--- src/rtl/muldiv_pkg.sv ---
// Shared encodings for the EXE-stage multiply/divide unit; also used by the
// decoder and the hazard unit.
package muldiv_pkg;

    localparam int ITER = 32;

    typedef enum logic [1:0] {
        OP_MULT  = 2'd0,
        OP_MULTU = 2'd1,
        OP_DIV   = 2'd2,
        OP_DIVU  = 2'd3
    } op_e;

    typedef enum logic [1:0] {
        S_IDLE = 2'd0,
        S_RUN  = 2'd1,
        S_FIX  = 2'd2
    } state_e;

endpackage

--- src/rtl/exe_muldiv.sv ---
// Iterative HI/LO multiply/divide unit: one shift-add or restoring
// shift-subtract step per cycle on magnitudes, sign fix-up in a final cycle.
module exe_muldiv
    import muldiv_pkg::*;
#(
    parameter int ITER = muldiv_pkg::ITER
) (
    input  logic        clk,
    input  logic        rst,
    input  logic        start,
    input  logic [1:0]  op,
    input  logic [31:0] a,
    input  logic [31:0] b,
    input  logic        flush,
    output logic        stall,
    output logic        done,
    output logic [31:0] hi,
    output logic [31:0] lo
);

    localparam logic [5:0] LAST = 6'(ITER - 1);

    function automatic logic [31:0] f_abs(input logic [31:0] v, input logic is_signed);
        logic signed [31:0] s;
        s = v;
        return (is_signed && s < 0) ? (~v + 32'd1) : v;
    endfunction

    function automatic logic [63:0] f_neg64(input logic [63:0] v);
        return ~v + 64'd1;
    endfunction

    function automatic logic [31:0] f_neg32(input logic [31:0] v);
        return ~v + 32'd1;
    endfunction

    state_e      r_state;
    logic [5:0]  r_cnt;
    logic [63:0] r_acc;
    logic [31:0] r_sr;
    logic [31:0] r_dvs;
    logic [31:0] r_a_raw;
    logic        r_is_div;
    logic        r_neg_q;
    logic        r_neg_r;
    logic        r_dz;
    logic        r_done;
    logic [31:0] r_hi;
    logic [31:0] r_lo;

    op_e         w_op;
    logic        w_signed;
    logic [63:0] w_mul_next;
    logic [63:0] w_div_shift;
    logic        w_div_ge;
    logic [63:0] w_div_next;
    logic [63:0] w_prod;
    logic [31:0] w_quot;
    logic [31:0] w_rem;

    assign w_op     = op_e'(op);
    assign w_signed = (w_op == OP_MULT) || (w_op == OP_DIV);

    // Multiply consumes the multiplier MSB-first, so the accumulator shifts left.
    assign w_mul_next  = {r_acc[62:0], 1'b0} + (r_sr[31] ? {32'd0, r_dvs} : 64'd0);
    assign w_div_shift = {r_acc[62:0], r_sr[31]};
    assign w_div_ge    = (w_div_shift >= {32'd0, r_dvs});
    assign w_div_next  = w_div_ge ? (w_div_shift - {32'd0, r_dvs}) : w_div_shift;

    assign w_prod = r_neg_q ? f_neg64(r_acc) : r_acc;
    assign w_quot = r_neg_q ? f_neg32(r_sr) : r_sr;
    assign w_rem  = r_neg_r ? f_neg32(r_acc[31:0]) : r_acc[31:0];

    always_ff @(posedge clk) begin
        if (rst) begin
            r_state <= S_IDLE;
            r_cnt   <= '0;
            r_hi    <= '0;
            r_lo    <= '0;
            r_done  <= 1'b0;
        end else begin
            r_done <= 1'b0;
            case (r_state)
                S_IDLE: begin
                    if (start && !flush) begin
                        r_sr     <= f_abs(a, w_signed);
                        r_dvs    <= f_abs(b, w_signed);
                        r_a_raw  <= a;
                        r_acc    <= '0;
                        r_is_div <= op[1];
                        r_neg_q  <= w_signed && (a[31] ^ b[31]);
                        r_neg_r  <= w_signed && a[31];
                        r_dz     <= op[1] && (b == 32'd0);
                        r_cnt    <= '0;
                        r_state  <= S_RUN;
                    end
                end
                S_RUN: begin
                    if (flush) begin
                        r_state <= S_IDLE;
                    end else begin
                        if (r_is_div) begin
                            r_acc <= w_div_next;
                            r_sr  <= {r_sr[30:0], w_div_ge};
                        end else begin
                            r_acc <= w_mul_next;
                            r_sr  <= {r_sr[30:0], 1'b0};
                        end
                        r_cnt <= r_cnt + 6'd1;
                        if (r_cnt == LAST) begin
                            r_state <= S_FIX;
                        end
                    end
                end
                S_FIX: begin
                    r_state <= S_IDLE;
                    if (!flush) begin
                        r_done <= 1'b1;
                        // Divide by zero reports the raw dividend, unaffected by sign fix-up.
                        if (!r_is_div) begin
                            r_hi <= w_prod[63:32];
                            r_lo <= w_prod[31:0];
                        end else if (r_dz) begin
                            r_hi <= r_a_raw;
                            r_lo <= 32'hFFFF_FFFF;
                        end else begin
                            r_hi <= w_rem;
                            r_lo <= w_quot;
                        end
                    end
                end
                default: r_state <= S_IDLE;
            endcase
        end
    end

    assign stall = (r_state != S_IDLE);
    assign done  = r_done;
    assign hi    = r_hi;
    assign lo    = r_lo;

endmodule
--- config.mk ---
export PLATFORM = sky130hd
export DESIGN_NAME = exe_muldiv
export DESIGN_NICKNAME = d
export VERILOG_FILES = /design/src/rtl/muldiv_pkg.sv /design/src/rtl/exe_muldiv.sv
export SDC_FILE = /design/constraint.sdc
export NUM_CORES = 1
export LEC_CHECK = 0
export CAP_MARGIN = 30
export CORE_MARGIN = 2
export CORE_UTILIZATION = 56
export CTS_BUF_LIST = sky130_fd_sc_hd__clkbuf_4 sky130_fd_sc_hd__clkbuf_8
export CTS_CLUSTER_DIAMETER = 120
export DETAILED_ROUTE_END_ITERATION = 10
export DONT_BUFFER_PORTS = 1
export GPL_TIMING_DRIVEN = 0
export HOLD_SLACK_MARGIN = 0.15
export PLACE_DENSITY_LB_ADDON = 0.08
export SYNTH_ARGS = -nofsm -noshare
export SYNTH_HDL_FRONTEND = slang
export SYNTH_SLANG_ARGS = --single-unit
--- constraint.sdc ---
create_clock -name clk -period 16.3 [get_ports clk]
set_clock_uncertainty 0.1 [all_clocks]
set_input_delay 2.445 -clock clk [delete_from_list [all_inputs] [get_ports clk]]
set_output_delay 2.445 -clock clk [all_outputs]
set_load 0.05 [all_outputs]
==> impl_metrics.env <==
export IMPL_p_sw_uw=456
export IMPL_p_sw_frac=0.289
export IMPL_path_clk_slew_ns=0.06
export IMPL_ys_top_cells_by_area="edfxtp_1, xnor2_1, dfxtp_1"
export IMPL_r2r_start="r_sr[31]"
export IMPL_wl_per_cell_um=26.1
export IMPL_dp_cells=2690
export IMPL_cap_violations=0
export IMPL_critPathKind="reg -> reg"
export IMPL_worstPathMaxFanout=10
export IMPL_synth_flop_cell="edfxtp_1"
export IMPL_tns_ns=0
export IMPL_clk_latency_ns=0.64
export IMPL_worstRegToRegCells=14
export IMPL_powerDensity_nw_per_um2=78.3
export IMPL_crit_path_end_kind="flip-flop"
export IMPL_ys_ff_latch=237
export IMPL_nets=2435
export IMPL_place_gp_congestion=1.06
export IMPL_cts_buffers=44
export IMPL_grt_pass1_vias=17600
export IMPL_relSlewSlack=0.261
export IMPL_clkPwrFrac=0.417
export IMPL_finalCoreUtilization=0.621
export IMPL_slew_violations=0
export IMPL_min_from="r_cnt[1]"
export IMPL_intPower_mw=1.12
export IMPL_hpwl_um=55900
export IMPL_max_freq_mhz=192
export IMPL_syn_nets=2370
export IMPL_vias=18500
export IMPL_vdd_drop_max_mv=0.0850
export IMPL_drive_gt1_frac=0.0688
export IMPL_start_util=0.567
export IMPL_finalNonFillerCells=2768
export IMPL_hold_buffers=0
export IMPL_synth_edf_count=164
export IMPL_layout_commonest_cell="nand2_1"
export IMPL_fin_hold_ws_ns=0.401
export IMPL_synth_area_um2=18400
export IMPL_fillCellCount=2906
export IMPL_pre_cts_ws_ns=10.84
export IMPL_first_pass_iters=5
export IMPL_drt_vias_per_instance=6.67
export IMPL_timing_rr_end="r_acc[53]"
export IMPL_cp_start_kind="flip-flop"
export IMPL_final_setup_viol_count=0
export IMPL_ant_nets=0
export IMPL_timing_final_crit_share=0.319
export IMPL_num_io_pins=136
export IMPL_core_um2=32500
export IMPL_layout_common_cells="nand2_1, nor2_1, xnor2_1"
export IMPL_clock_path_buffers=3
export IMPL_postSynth_asyncResetShare=0
export IMPL_hold_end="r_cnt[1]"
export IMPL_root_buffer="clkbuf_8"
export IMPL_setup_slack_ns=11.11
export IMPL_drtIter0Drc=1988
export IMPL_cp_required_ns=16.58
export IMPL_yosysSeqAreaShare=0.347
export IMPL_syn_inst=2229
export IMPL_ys_warn_count=0
export IMPL_ctsResizeCount=0
export IMPL_post_cts_buffers=0
export IMPL_cts_sinks=237
export IMPL_ys_types=88
export IMPL_grt_ovfl_total=0
export IMPL_fin_area_um2=20100
export IMPL_rows=66
export IMPL_grt_max_degree=32
export IMPL_drc=0
export IMPL_p_leak_nw=7.19
export IMPL_yosysTopAreaCell="edfxtp_1"
export IMPL_grt_usage=0.419
export IMPL_syn_to_final_growth_pct=9.42
export IMPL_status="finished, final reports clean"
export IMPL_r2r_slack_ns=11.11
export IMPL_h_tree_depth=2
export IMPL_rsz0062_at_grt="false"
export IMPL_antenna_cells=0
export IMPL_io_buffers=0
export IMPL_p_seq_frac=0.431
export IMPL_hold_class="reg -> reg"
export IMPL_antenna_found_initial=0
export IMPL_dieHeight_um=185
export IMPL_worst_ep_arrival_time_ns=5.47
export IMPL_pwr_share_comb=0.152
export IMPL_finalHoldViolations=0
export IMPL_grt_pass1_wl_um=106000
export IMPL_synth_avg_cell_area_um2=8.26
export IMPL_cts_tree="built"
export IMPL_dieArea_um2=34300
export IMPL_synth_top_area_share=0.268
export IMPL_routed_wl_um=72400
export IMPL_hold_path_depth=2
export IMPL_period_needed_ns=5.19
export IMPL_place_area_um2=19200
export IMPL_power_mw=1.58
export IMPL_worst_pin_slew_ns=1.11
export IMPL_die_w_um=185
-- worst max-delay path by stage --
stage / start / endpoint / slack, ns / cells past startpoint
final: r_sr[31] / r_acc[53] / 11.11 / 14
after global routing: r_sr[31] / r_acc[46] / 10.95 / 15
after CTS: r_sr[31] / r_acc[46] / 11.35 / 15
after detailed placement: b[5] / r_dvs[29] / 10.84 / 8
after global placement: rst / r_acc[7] / -1.96 / 2
after floorplan: flush / r_acc[0] / 3.61 / 1
-- power by group through the flow --
stage                     sequential, mW  clock (mW)  combinational, mW
after floorplan                    0.688           0              0.163
after global placement             0.698           0              0.221
after detailed placement           0.692           0              0.230
after CTS                          0.680       0.657              0.231
after global routing               0.681       0.678              0.258
final                              0.681       0.657              0.239
-- cells by family after synthesis --
family          Yosys count  share of synthesized area
xor+xnor                251                      0.119
compound gates          600                      0.207
simple gates            841                      0.221
fa+ha+maj                71                     0.0491
flops                   237                      0.347
buf+inv                 203                     0.0424
mux                      26                     0.0146
-- layer usage --
| metal | GRT usage | part of all wire | vias up |
|---|---|---|---|
| met4 | 0.268 | 0.071 | 0 |
| met1 | 0.512 | 0.37 | 8744 |
| met5 | 0 | 0 | - |
| met2 | 0.642 | 0.43 | 1195 |
| met3 | 0.125 | 0.12 | 297 |
| li1 | - | - | 8225 |
-- cell type report --
type	instances	area [µm²]	share of cell area
Sequential cell	237	6390	0.317
Clock buffer	67	828	0.0411
Buffer	129	502	0.0249
Clock inverter	11	140	0.00696
Tap cell	442	553	0.0275
Multi-Input combinational cell	1789	11300	0.559
Timing Repair Buffer	19	198	0.00982
Inverter	74	278	0.0138
-- critical path, cell delays in order (launching register included) --
cell and delay, ns:
edfxtp_1 0.57, inv_1 0.22, clkbuf_1 0.48, nor2_1 0.09, ha_1 0.29, clkbuf_1 0.31
nand3_1 0.17, nor2_1 0.23, nand2_1 0.08, a21o_1 0.24, and2_1 0.26, o41ai_2 0.82
nand4_1 0.61, mux2i_1 0.34, nand3_1 0.11
-- registers in the layout (all words and copies together), names as in the netlist --
signal    cells
r_acc        64
hi           32
lo           32
r_a_raw      32
r_dvs        32
r_sr         32
r_cnt         6
r_state       2
done          1
r_dz          1
r_is_div      1
r_neg_q       1
r_neg_r       1
-- synthesized netlist by cell type (29+ instances only) --
master	n
edfxtp_1	164
xor2_1	75
inv_1	73
or3_1	29
o31ai_1	31
nand3_1	45
ha_1	69
nand4_1	34
clkbuf_1	114
nand2_1	310
nor2_1	199
a21oi_1	153
o21ai_0	174
dfxtp_1	73
nor3_1	52
xnor2_1	176
(Power assumes the default switching activity.)
